[src/rtl/wrr_vc_scheduler_pkg.sv]
// ============================================================================
// Module      : wrr_pkg
// Description : Shared sizes, reset weight and FSM state codes for the
//               weighted round-robin VC scheduler.
// Revision    : 1.0 - initial release
// ============================================================================
`default_nettype none

package wrr_pkg;

  localparam int NUM_VC   = 4;
  localparam int VC_W     = 2;
  localparam int WEIGHT_W = 3;

  localparam logic [WEIGHT_W-1:0] DEF_WEIGHT = 3'd1;

  typedef enum logic {
    ST_IDLE  = 1'b0,
    ST_SERVE = 1'b1
  } state_t;

  // One-hot decode of a VC index
  function automatic logic [NUM_VC-1:0] vc_onehot(input logic [VC_W-1:0] vc);
    return {{(NUM_VC-1){1'b0}}, 1'b1} << vc;
  endfunction

endpackage

`default_nettype wire

[src/rtl/wrr_vc_scheduler_if.sv]
// ============================================================================
// Module      : wrr_vc_scheduler_if
// Description : Request, weight-config and grant handshake bundle of the
//               WRR VC scheduler. With WRR_STATS_EN defined the statistics
//               select/readback pair is carried as well.
// Revision    : 1.0 - initial release
// ============================================================================
`default_nettype none

interface wrr_vc_scheduler_if;
  import wrr_pkg::*;

  logic [NUM_VC-1:0]   req;
  logic                cfg_we;
  logic [VC_W-1:0]     cfg_vc;
  logic [WEIGHT_W-1:0] cfg_weight;
  logic                gnt_ready;
  logic                gnt_valid;
  logic [VC_W-1:0]     gnt_vc;
  logic [NUM_VC-1:0]   gnt_onehot;
  logic [WEIGHT_W-1:0] credit_out;
`ifdef WRR_STATS_EN
  logic [VC_W-1:0]     stat_sel;
  logic [7:0]          stat_cnt;
`endif

  // Requester / configuration side
  modport master (
    output req, cfg_we, cfg_vc, cfg_weight, gnt_ready,
`ifdef WRR_STATS_EN
    output stat_sel,
    input  stat_cnt,
`endif
    input  gnt_valid, gnt_vc, gnt_onehot, credit_out
  );

  // Scheduler side
  modport slave (
    input  req, cfg_we, cfg_vc, cfg_weight, gnt_ready,
`ifdef WRR_STATS_EN
    input  stat_sel,
    output stat_cnt,
`endif
    output gnt_valid, gnt_vc, gnt_onehot, credit_out
  );

endinterface

`default_nettype wire

[src/rtl/wrr_vc_scheduler_rr_pick.sv]
// ============================================================================
// Module      : rr_pick
// Description : Combinational rotating priority encoder. Returns the first
//               set mask bit at or after ptr, wrapping modulo NUM_VC.
// Revision    : 1.0 - initial release
// ============================================================================
`default_nettype none

module rr_pick
  import wrr_pkg::*;
(
  input  logic [NUM_VC-1:0] mask,
  input  logic [VC_W-1:0]   ptr,
  output logic              found,
  output logic [VC_W-1:0]   idx
);

  // Candidate VC at each priority offset from the pointer
  logic [VC_W-1:0] w_cand [NUM_VC];

  genvar k;
  generate
    for (k = 0; k < NUM_VC; k++) begin : g_cand
      assign w_cand[k] = ptr + VC_W'(k);
    end
  endgenerate

  // Scan from lowest priority up so the nearest-to-pointer hit is kept last
  always_comb begin
    found = 1'b0;
    idx   = '0;
    for (int j = NUM_VC - 1; j >= 0; j--) begin
      if (mask[w_cand[j]]) begin
        found = 1'b1;
        idx   = w_cand[j];
      end
    end
  end

endmodule

`default_nettype wire

[src/rtl/wrr_vc_scheduler.sv]
// ============================================================================
// Module      : wrr_vc_scheduler
// Description : Weighted round-robin scheduler for NUM_VC virtual channels.
//               A winning VC gets its table weight as burst credits and is
//               granted until credits run out or its request drops, then the
//               pointer rotates past it. Optional per-VC handshake counters
//               are built when WRR_STATS_EN is defined.
// Revision    : 1.0 - initial release
// ============================================================================
`default_nettype none

module wrr_vc_scheduler
  import wrr_pkg::*;
(
  input  logic               clk,
  input  logic               reset,
  wrr_vc_scheduler_if.slave  bus
);

  state_t              r_state;
  logic [VC_W-1:0]     r_ptr;
  logic [WEIGHT_W-1:0] r_weight [NUM_VC];
  logic [WEIGHT_W-1:0] r_credit;
  logic                r_gnt_valid;
  logic [VC_W-1:0]     r_gnt_vc;
  logic [NUM_VC-1:0]   r_gnt_onehot;

  logic [NUM_VC-1:0]   w_elig;
  logic                w_found;
  logic [VC_W-1:0]     w_win;
  logic                w_hs;
  logic                w_more;

  // A VC competes only when it requests and is not disabled by a zero weight
  genvar i;
  generate
    for (i = 0; i < NUM_VC; i++) begin : g_elig
      assign w_elig[i] = bus.req[i] & (r_weight[i] != '0);
    end
  endgenerate

  rr_pick u_pick (
    .mask  (w_elig),
    .ptr   (r_ptr),
    .found (w_found),
    .idx   (w_win)
  );

  assign w_hs   = r_gnt_valid & bus.gnt_ready;
  // Burst continues only while credits remain beyond this grant and the VC still requests
  assign w_more = (r_credit > WEIGHT_W'(1)) & bus.req[r_gnt_vc];

  // Weight table: writes land at the edge, so a same-cycle load sees the old value
  always_ff @(posedge clk) begin
    if (!reset) begin
      for (int v = 0; v < NUM_VC; v++) r_weight[v] <= DEF_WEIGHT;
    end else if (bus.cfg_we) begin
      r_weight[bus.cfg_vc] <= bus.cfg_weight;
    end
  end

  // Grant FSM with registered outputs and burst credit counter
  always_ff @(posedge clk) begin
    if (!reset) begin
      r_state      <= ST_IDLE;
      r_ptr        <= '0;
      r_credit     <= '0;
      r_gnt_valid  <= 1'b0;
      r_gnt_vc     <= '0;
      r_gnt_onehot <= '0;
    end else begin
      case (r_state)
        ST_IDLE: begin
          if (w_found) begin
            r_state      <= ST_SERVE;
            r_gnt_valid  <= 1'b1;
            r_gnt_vc     <= w_win;
            r_gnt_onehot <= vc_onehot(w_win);
            r_credit     <= r_weight[w_win];
          end
        end
        ST_SERVE: begin
          if (w_hs) begin
            if (w_more) begin
              r_credit <= r_credit - WEIGHT_W'(1);
            end else begin
              r_state      <= ST_IDLE;
              r_gnt_valid  <= 1'b0;
              r_gnt_onehot <= '0;
              r_credit     <= '0;
              r_ptr        <= r_gnt_vc + VC_W'(1);
            end
          end
        end
        default: r_state <= ST_IDLE;
      endcase
    end
  end

  assign bus.gnt_valid  = r_gnt_valid;
  assign bus.gnt_vc     = r_gnt_vc;
  assign bus.gnt_onehot = r_gnt_onehot;
  assign bus.credit_out = r_credit;

`ifdef WRR_STATS_EN
  logic [7:0] r_stat [NUM_VC];
  logic [7:0] r_stat_cnt;

  // Per-VC handshake counters with registered readback of the selected one
  always_ff @(posedge clk) begin
    if (!reset) begin
      for (int v = 0; v < NUM_VC; v++) r_stat[v] <= '0;
      r_stat_cnt <= '0;
    end else begin
      r_stat_cnt <= r_stat[bus.stat_sel];
      if (w_hs) r_stat[r_gnt_vc] <= r_stat[r_gnt_vc] + 8'd1;
    end
  end

  assign bus.stat_cnt = r_stat_cnt;
`endif

endmodule

`default_nettype wire

[src/flat_wrapper.sv]
// flat-port wrapper written by rule: the top's interface ports become plain ports
module wrr_vc_scheduler_flat import wrr_pkg::*;
  (clk, reset, bus_req, bus_cfg_we, bus_cfg_vc, bus_cfg_weight, bus_gnt_ready, bus_gnt_valid, bus_gnt_vc, bus_gnt_onehot, bus_credit_out);
  wrr_vc_scheduler_if bus_i ();
  input  logic clk;
  input  logic reset;
  input wire logic [$bits(bus_i.req)-1:0] bus_req;
  input wire logic [$bits(bus_i.cfg_we)-1:0] bus_cfg_we;
  input wire logic [$bits(bus_i.cfg_vc)-1:0] bus_cfg_vc;
  input wire logic [$bits(bus_i.cfg_weight)-1:0] bus_cfg_weight;
  input wire logic [$bits(bus_i.gnt_ready)-1:0] bus_gnt_ready;
  output wire logic [$bits(bus_i.gnt_valid)-1:0] bus_gnt_valid;
  output wire logic [$bits(bus_i.gnt_vc)-1:0] bus_gnt_vc;
  output wire logic [$bits(bus_i.gnt_onehot)-1:0] bus_gnt_onehot;
  output wire logic [$bits(bus_i.credit_out)-1:0] bus_credit_out;
  assign bus_i.req = bus_req;
  assign bus_i.cfg_we = bus_cfg_we;
  assign bus_i.cfg_vc = bus_cfg_vc;
  assign bus_i.cfg_weight = bus_cfg_weight;
  assign bus_i.gnt_ready = bus_gnt_ready;
  assign bus_gnt_valid = bus_i.gnt_valid;
  assign bus_gnt_vc = bus_i.gnt_vc;
  assign bus_gnt_onehot = bus_i.gnt_onehot;
  assign bus_credit_out = bus_i.credit_out;
  wrr_vc_scheduler u_core (.clk(clk), .reset(reset), .bus(bus_i));
endmodule
[config.mk]
export PLATFORM = sky130hd
export DESIGN_NAME = wrr_vc_scheduler_flat
export DESIGN_NICKNAME = d
export VERILOG_FILES = /design/src/rtl/wrr_vc_scheduler_pkg.sv /design/src/rtl/wrr_vc_scheduler_if.sv /design/src/rtl/wrr_vc_scheduler_rr_pick.sv /design/src/rtl/wrr_vc_scheduler.sv /design/src/flat_wrapper.sv
export SDC_FILE = /design/constraint.sdc
export NUM_CORES = 1
export LEC_CHECK = 0
export BUFFER_PORTS_ARGS = -buffer_cell sky130_fd_sc_hd__buf_2
export CORE_UTILIZATION = 44
export DETAILED_ROUTE_END_ITERATION = 10
export PLACE_DENSITY = 0.65
export SKIP_CTS_REPAIR_TIMING = 1
export SLEW_MARGIN = 15
export SYNTH_ARGS = -nofsm -noshare
export SYNTH_HDL_FRONTEND = slang
export SYNTH_SLANG_ARGS = --single-unit
[constraint.sdc]
create_clock -name clk -period 2.9 [get_ports clk]
set_input_delay 0.435 -clock clk [delete_from_list [all_inputs] [get_ports clk]]
set_output_delay 0.435 -clock clk [all_outputs]
set_load 0.1 [all_outputs]
==> results of run 1 <==
## final timing paths
check                           start                        to  slack, ns  cells after the start
max             u_core.r_weight[1][1]  u_core.bus.credit_out[0]       0.54                      6
min                 bus_cfg_weight[0]     u_core.r_weight[2][0]       0.40                      2
max reg2reg     u_core.r_weight[1][1]  u_core.bus.credit_out[0]       0.54                      6
min reg2reg  u_core.bus.gnt_onehot[3]  u_core.bus.gnt_onehot[3]       0.52                      2
## metrics by stage
stage	hold WS, ns	cells
CTS	0.398	178
global route	0.401	178
global placement	0.462	174
floorplan	0.498	122
finish	0.398	178
detailed placement	0.484	174
## logic make-up (layout without fill, tap and decap cells)
group / Yosys count / after routing
DFF: 25 / 25
adders and majority gates: 2 / 2
AOI/OAI and AO/OA: 30 / 30
buffers and inverters: 7 / 32
muxes: 6 / 6
xor gates and xnor gates: 2 / 2
and+or+nand+nor: 50 / 50
## cells in the final DEF, fill, tap and decap left out, drive strengths merged, types with 3 or more instances in the layout
cell type,Yosys,layout
nand2,9,9
clkbuf,1,3
nor3,3,3
a211oi,4,4
nor2,9,9
and2,9,9
o21ai,4,4
dfxtp,13,13
inv,6,7
mux4,3,3
o31ai,4,4
a21oi,4,4
a22oi,3,3
nand2b,8,8
edfxtp,12,12
buf,0,22
## power groups by stage
| stage | Sequential, W | Clock [W] | Combinational [W] |
|---|---|---|---|
| after floorplan | 0.000519 | 0 | 0.000109 |
| after global placement | 0.000431 | 0 | 0.000246 |
| after detailed placement | 0.000433 | 0 | 0.000248 |
| after CTS | 0.000425 | 0.000167 | 0.000250 |
| after global routing | 0.000429 | 0.000181 | 0.000263 |
| final | 0.000425 | 0.000161 | 0.000249 |
## worst register-to-register path: stages (launching register included)
cell and delay (ns):
edfxtp_1 0.45, o31ai_1 0.44, o21ai_2 0.14, a311oi_4 0.49, mux4_1 0.60, nand2_1 0.08
a21oi_1 0.06
## layout make-up
class	count	area, µm²
Clock inverter	1	6.26
Multi-Input combinational cell	90	662
Sequential cell	25	621
Fill cell	263	1300
Inverter	6	22.5
Timing Repair Buffer	22	110
Tap cell	31	38.8
Clock buffer	3	22.5
## routing by layer
| metal | track usage | wire (µm) | up-vias |
|---|---|---|---|
| met5 | 0 | 0 | - |
| met1 | 0.204 | 1120 | 486 |
| met3 | 0.0300 | 90 | 4 |
| met2 | 0.334 | 1450 | 26 |
| met4 | 0.0732 | 44 | 0 |
| li1 | - | - | 511 |
## registers in the layout, summed over array words and instances, names as in the netlist
name                   count
u_core.r_weight           12
u_core.bus.gnt_onehot      4
u_core.bus.credit_out      3
u_core.bus.gnt_vc          2
u_core.r_ptr               2
u_core.bus.gnt_valid       1
u_core.r_state             1
==> impl_metrics.env, run 1 <==
export IMPL_timing_slew_headroom=0.607
export IMPL_yosys_top_cells_area="edfxtp_1, dfxtp_1, and2_1, mux4_1, nand2b_1"
export IMPL_vias=1027
export IMPL_rows=19
export IMPL_nets=163
export IMPL_slew_violations=0
export IMPL_die_y_um=56.5
export IMPL_wl_um=2710
export IMPL_path_class="reg2reg"
export IMPL_numCtsBuffers=3
export IMPL_synth_seq_area_share=0.474
export IMPL_synth_xor_area_frac=0.0134
export IMPL_p_sw_w=0.000308
export IMPL_yosys_area_top_type="edfxtp_1"
export IMPL_grt_pass1_vias=980
export IMPL_cp_required_ns=3.11
export IMPL_yosys_area_share_simple=0.202
export IMPL_min_period_ns=2.36
export IMPL_synth_top_cell_area_share=0.275
export IMPL_insertion_delay_ns=0.33
export IMPL_syn_inst=122
export IMPL_p_clk_frac=0.193
export IMPL_synth_top_family_by_area="simple AND/OR/NAND/NOR gates"
export IMPL_boundaryPins=23
export IMPL_fmax_mhz=424
export IMPL_outcome="complete, no violations"
export IMPL_area_growth_pct=13.3
export IMPL_avgSynthCellArea_um2=10.7
export IMPL_max_stage_delay_ns=0.60
export IMPL_p_leak_nw=0.579
export IMPL_portBuffers=22
export IMPL_synth_seq_cells=25
export IMPL_power_share_sequential=0.509
export IMPL_end_kind="flop"
export IMPL_grt_pass1_wl_um=4390
export IMPL_ant_nets=0
export IMPL_grt_max_degree=16
export IMPL_drt_first_pass_iters=4
export IMPL_hold_viol_final=0
export IMPL_grt_overflow_total=0
export IMPL_synth_edff_count=12
export IMPL_yosysUniqueCellTypes=38
export IMPL_cts_tree="done"
export IMPL_synth_fa_ha_area_frac=0.0191
export IMPL_vias_per_cell=5.77
export IMPL_place_gp_congestion=0.851
export IMPL_placed_cell_area_um2=1450
export IMPL_drc=0
export IMPL_switching_share=0.369
export IMPL_period_share=0.814
export IMPL_max_vdd_ir_drop_mv=0.413
export IMPL_p_comb_frac=0.298
export IMPL_power_w=0.000835
export IMPL_grt_antenna_before_repair=0
export IMPL_finalCoreUtilization=0.533
export IMPL_die_w_um=56.5
export IMPL_rsz0062_at_grt="false"
export IMPL_drive_above_1_share=0.245
export IMPL_die_area_um2=3200
export IMPL_clockRootBuffer="clkbuf_4"
export IMPL_dpl_hpwl_um=2110
export IMPL_skew_ns=0.00922
export IMPL_path_max_fanout=6
export IMPL_post_place_ws_ns=0.596
export IMPL_slowest_stage="mux4_1"
export IMPL_design_area_um2=1480
export IMPL_worstPathArrival_ns=2.57
export IMPL_tightestPinTransition_ns=0.584
export IMPL_path_cells="o31ai_1 > o21ai_2 > a311oi_4 > mux4_1 > nand2_1 > a21oi_1"
export IMPL_cellPowerDensity_nw_per_um2=563
export IMPL_crit_buf_inv=0
export IMPL_critPathTopFamily="compound AO/OA/AOI/OAI gates"
export IMPL_cp_start_kind="flop"
export IMPL_core_um2=2780
export IMPL_finalSetupViolCount=0
export IMPL_cellInternalPower_w=0.000527
export IMPL_cap_violations=0
export IMPL_ys_flop_type="dfxtp_1"
export IMPL_clkSinkCount=25
export IMPL_yosysMostFrequentCell="dfxtp_1"
export IMPL_cts_path_max_buffers=2
export IMPL_grt_use_total=0.181
export IMPL_initial_core_util=0.471
export IMPL_setup_slack_ns=0.539
export IMPL_synth_common_cells="dfxtp_1, edfxtp_1, and2_1, nand2_1, nor2_1"
export IMPL_muxShareOfSynthArea=0.0813
export IMPL_hp_class="in2reg"
export IMPL_syn_num_nets=137
export IMPL_yosysWarningCount=0
export IMPL_drt_iter0_drc=19
export IMPL_tns_ns=0
export IMPL_syn_cell_area_um2=1310
export IMPL_async_flop_share=0
export IMPL_antenna_cells=0
export IMPL_path_clk_slew_ns=0.14
export IMPL_htree_levels=1
export IMPL_synth_compound_area_frac=0.190
export IMPL_routedWlPerCell_um=15.2
Power figures use the tool's default switching activity.
==> run 2, diff against run 1 <==
==> constraint.sdc (replaced) <==
create_clock -name clk -period 2.4 [get_ports clk]
set_input_delay 0.36 -clock clk [delete_from_list [all_inputs] [get_ports clk]]
set_output_delay 0.36 -clock clk [all_outputs]
set_load 0.1 [all_outputs]
==> impl_metrics.env, run 2 (synthesis gave the netlist of run 1 again) <==
export IMPL_outcome="complete, no violations"
export IMPL_cts_tree="done"
export IMPL_worstPathArrival_ns=2.47
export IMPL_core_um2=2780
export IMPL_rsz0062_at_grt="false"
export IMPL_die_w_um=56.5
export IMPL_min_period_ns=2.21
export IMPL_grt_use_total=0.195
export IMPL_grt_overflow_total=0
export IMPL_hp_class="in2reg"
export IMPL_fillers=257
export IMPL_dpl_hpwl_um=2270
export IMPL_p_leak_nw=0.600
export IMPL_wl_um=2820
export IMPL_whs_ns=0.334
export IMPL_htree_levels=1
export IMPL_finalCoreUtilization=0.544
export IMPL_die_area_um2=3200
export IMPL_numCtsBuffers=3
export IMPL_mostFrequentLayoutCells="buf_2, edfxtp_1, dfxtp_1"
export IMPL_path_max_fanout=5
export IMPL_insertion_delay_ns=0.32
export IMPL_tns_ns=0
export IMPL_period_share=0.923
export IMPL_rows=19
export IMPL_largest_reg_flops=12
export IMPL_grt_antenna_before_repair=0
export IMPL_boundaryPins=23
export IMPL_area_growth_pct=15.7
export IMPL_drt_first_pass_iters=4
export IMPL_area_sequential_um2=623
export IMPL_vias=1064
export IMPL_final_common_cell="buf_2"
export IMPL_grt_max_degree=15
export IMPL_tightestPinTransition_ns=0.466
export IMPL_end_kind="flop"
export IMPL_skew_ns=0.00154
export IMPL_clkSinkCount=25
export IMPL_path_class="reg2reg"
export IMPL_cp_start_kind="flop"
export IMPL_drive_above_1_share=0.278
export IMPL_timing_slew_headroom=0.686
export IMPL_cap_violations=0
export IMPL_grt_pass1_wl_um=4720
export IMPL_setup_slack_ns=0.186
export IMPL_cts_path_max_buffers=2
export IMPL_antenna_cells=0
export IMPL_nets=167
export IMPL_max_vdd_ir_drop_mv=0.449
export IMPL_clockRootBuffer="clkbuf_4"
export IMPL_place_gp_congestion=0.857
export IMPL_multi_input_area_um2=662
export IMPL_drt_iter0_drc=63
export IMPL_fmax_mhz=452
export IMPL_cp_required_ns=2.66
export IMPL_die_y_um=56.5
export IMPL_hold_viol_final=0
export IMPL_initial_core_util=0.471
export IMPL_drc=0
export IMPL_portBuffers=22
export IMPL_largest_register="u_core.r_weight"
export IMPL_grt_pass1_vias=998
export IMPL_routedWlPerCell_um=15.5
export IMPL_post_place_ws_ns=0.178
export IMPL_slew_violations=0
export IMPL_vias_per_cell=5.85
export IMPL_finalSetupViolCount=0
export IMPL_power_w=0.00102
export IMPL_path_clk_slew_ns=0.14
export IMPL_ant_nets=0
export IMPL_cellPowerDensity_nw_per_um2=674
[run 2: cell types whose count changed in the layout (fill, tap and decap cells not counted)]
| cell | change |
|---|---|
| dfxtp_1 | -2 |
| clkinv_2 | +1 |
| dfxtp_2 | +2 |
| inv_4 | -1 |
| buf_4 | +4 |
[run 2: path summary, 6_finish.rpt]
path                                  from                       end  slack (ns)  cells after the start
hold reg to reg   u_core.bus.gnt_onehot[2]  u_core.bus.gnt_onehot[2]        0.50                      2
setup / recovery     u_core.r_weight[0][0]  u_core.bus.credit_out[1]        0.19                      7
setup reg to reg     u_core.r_weight[0][0]  u_core.bus.credit_out[1]        0.19                      7
hold / removal           bus_cfg_weight[0]     u_core.r_weight[0][0]        0.33                      2
[run 2: cell type report]
| type | instances | area share |
|---|---|---|
| Clock buffer | 3 | 0.0149 |
| Sequential cell | 25 | 0.412 |
| Multi-Input combinational cell | 90 | 0.437 |
| Clock inverter | 1 | 0.00331 |
| Inverter | 6 | 0.0149 |
| Tap cell | 31 | 0.0256 |
| Timing Repair Buffer | 26 | 0.0926 |
[run 2: routing by layer]
| layer | vias to the layer above | share of wire | GRT usage |
|---|---|---|---|
| met3 | 7 | 0.039 | 0.0346 |
| met1 | 504 | 0.41 | 0.217 |
| met4 | 0 | 0.022 | 0.0836 |
| met2 | 34 | 0.53 | 0.358 |
| li1 | 519 | - | - |
| met5 | - | 0 | 0 |
[run 2: critical path, cell delays in order, from the launching register on]
cell and delay [ns]:
edfxtp_1 0.44, o31ai_2 0.40, o21ai_2 0.11, a311oi_4 0.41
buf_4 0.20, mux2i_1 0.08, mux2_2 0.30, a211oi_2 0.20
[run 2: where the power goes]
| group | switching (W) | total, W | internal [W] |
|---|---|---|---|
| clock network | 0.000129 | 0.000192 | 0.0000626 |
| registers | 0.0000328 | 0.000516 | 0.000483 |
| logic | 0.000213 | 0.000313 | 0.0000993 |
[run 2: metrics by stage]
| step | std cells | area (µm²) |
|---|---|---|
| 5_1_grt | 182 | 1510 |
| 4_1_cts | 182 | 1510 |
| 6_report | 182 | 1510 |
| 2_1_floorplan | 122 | 1310 |
| 3_5_place_dp | 178 | 1490 |
| 3_3_place_gp | 178 | 1490 |
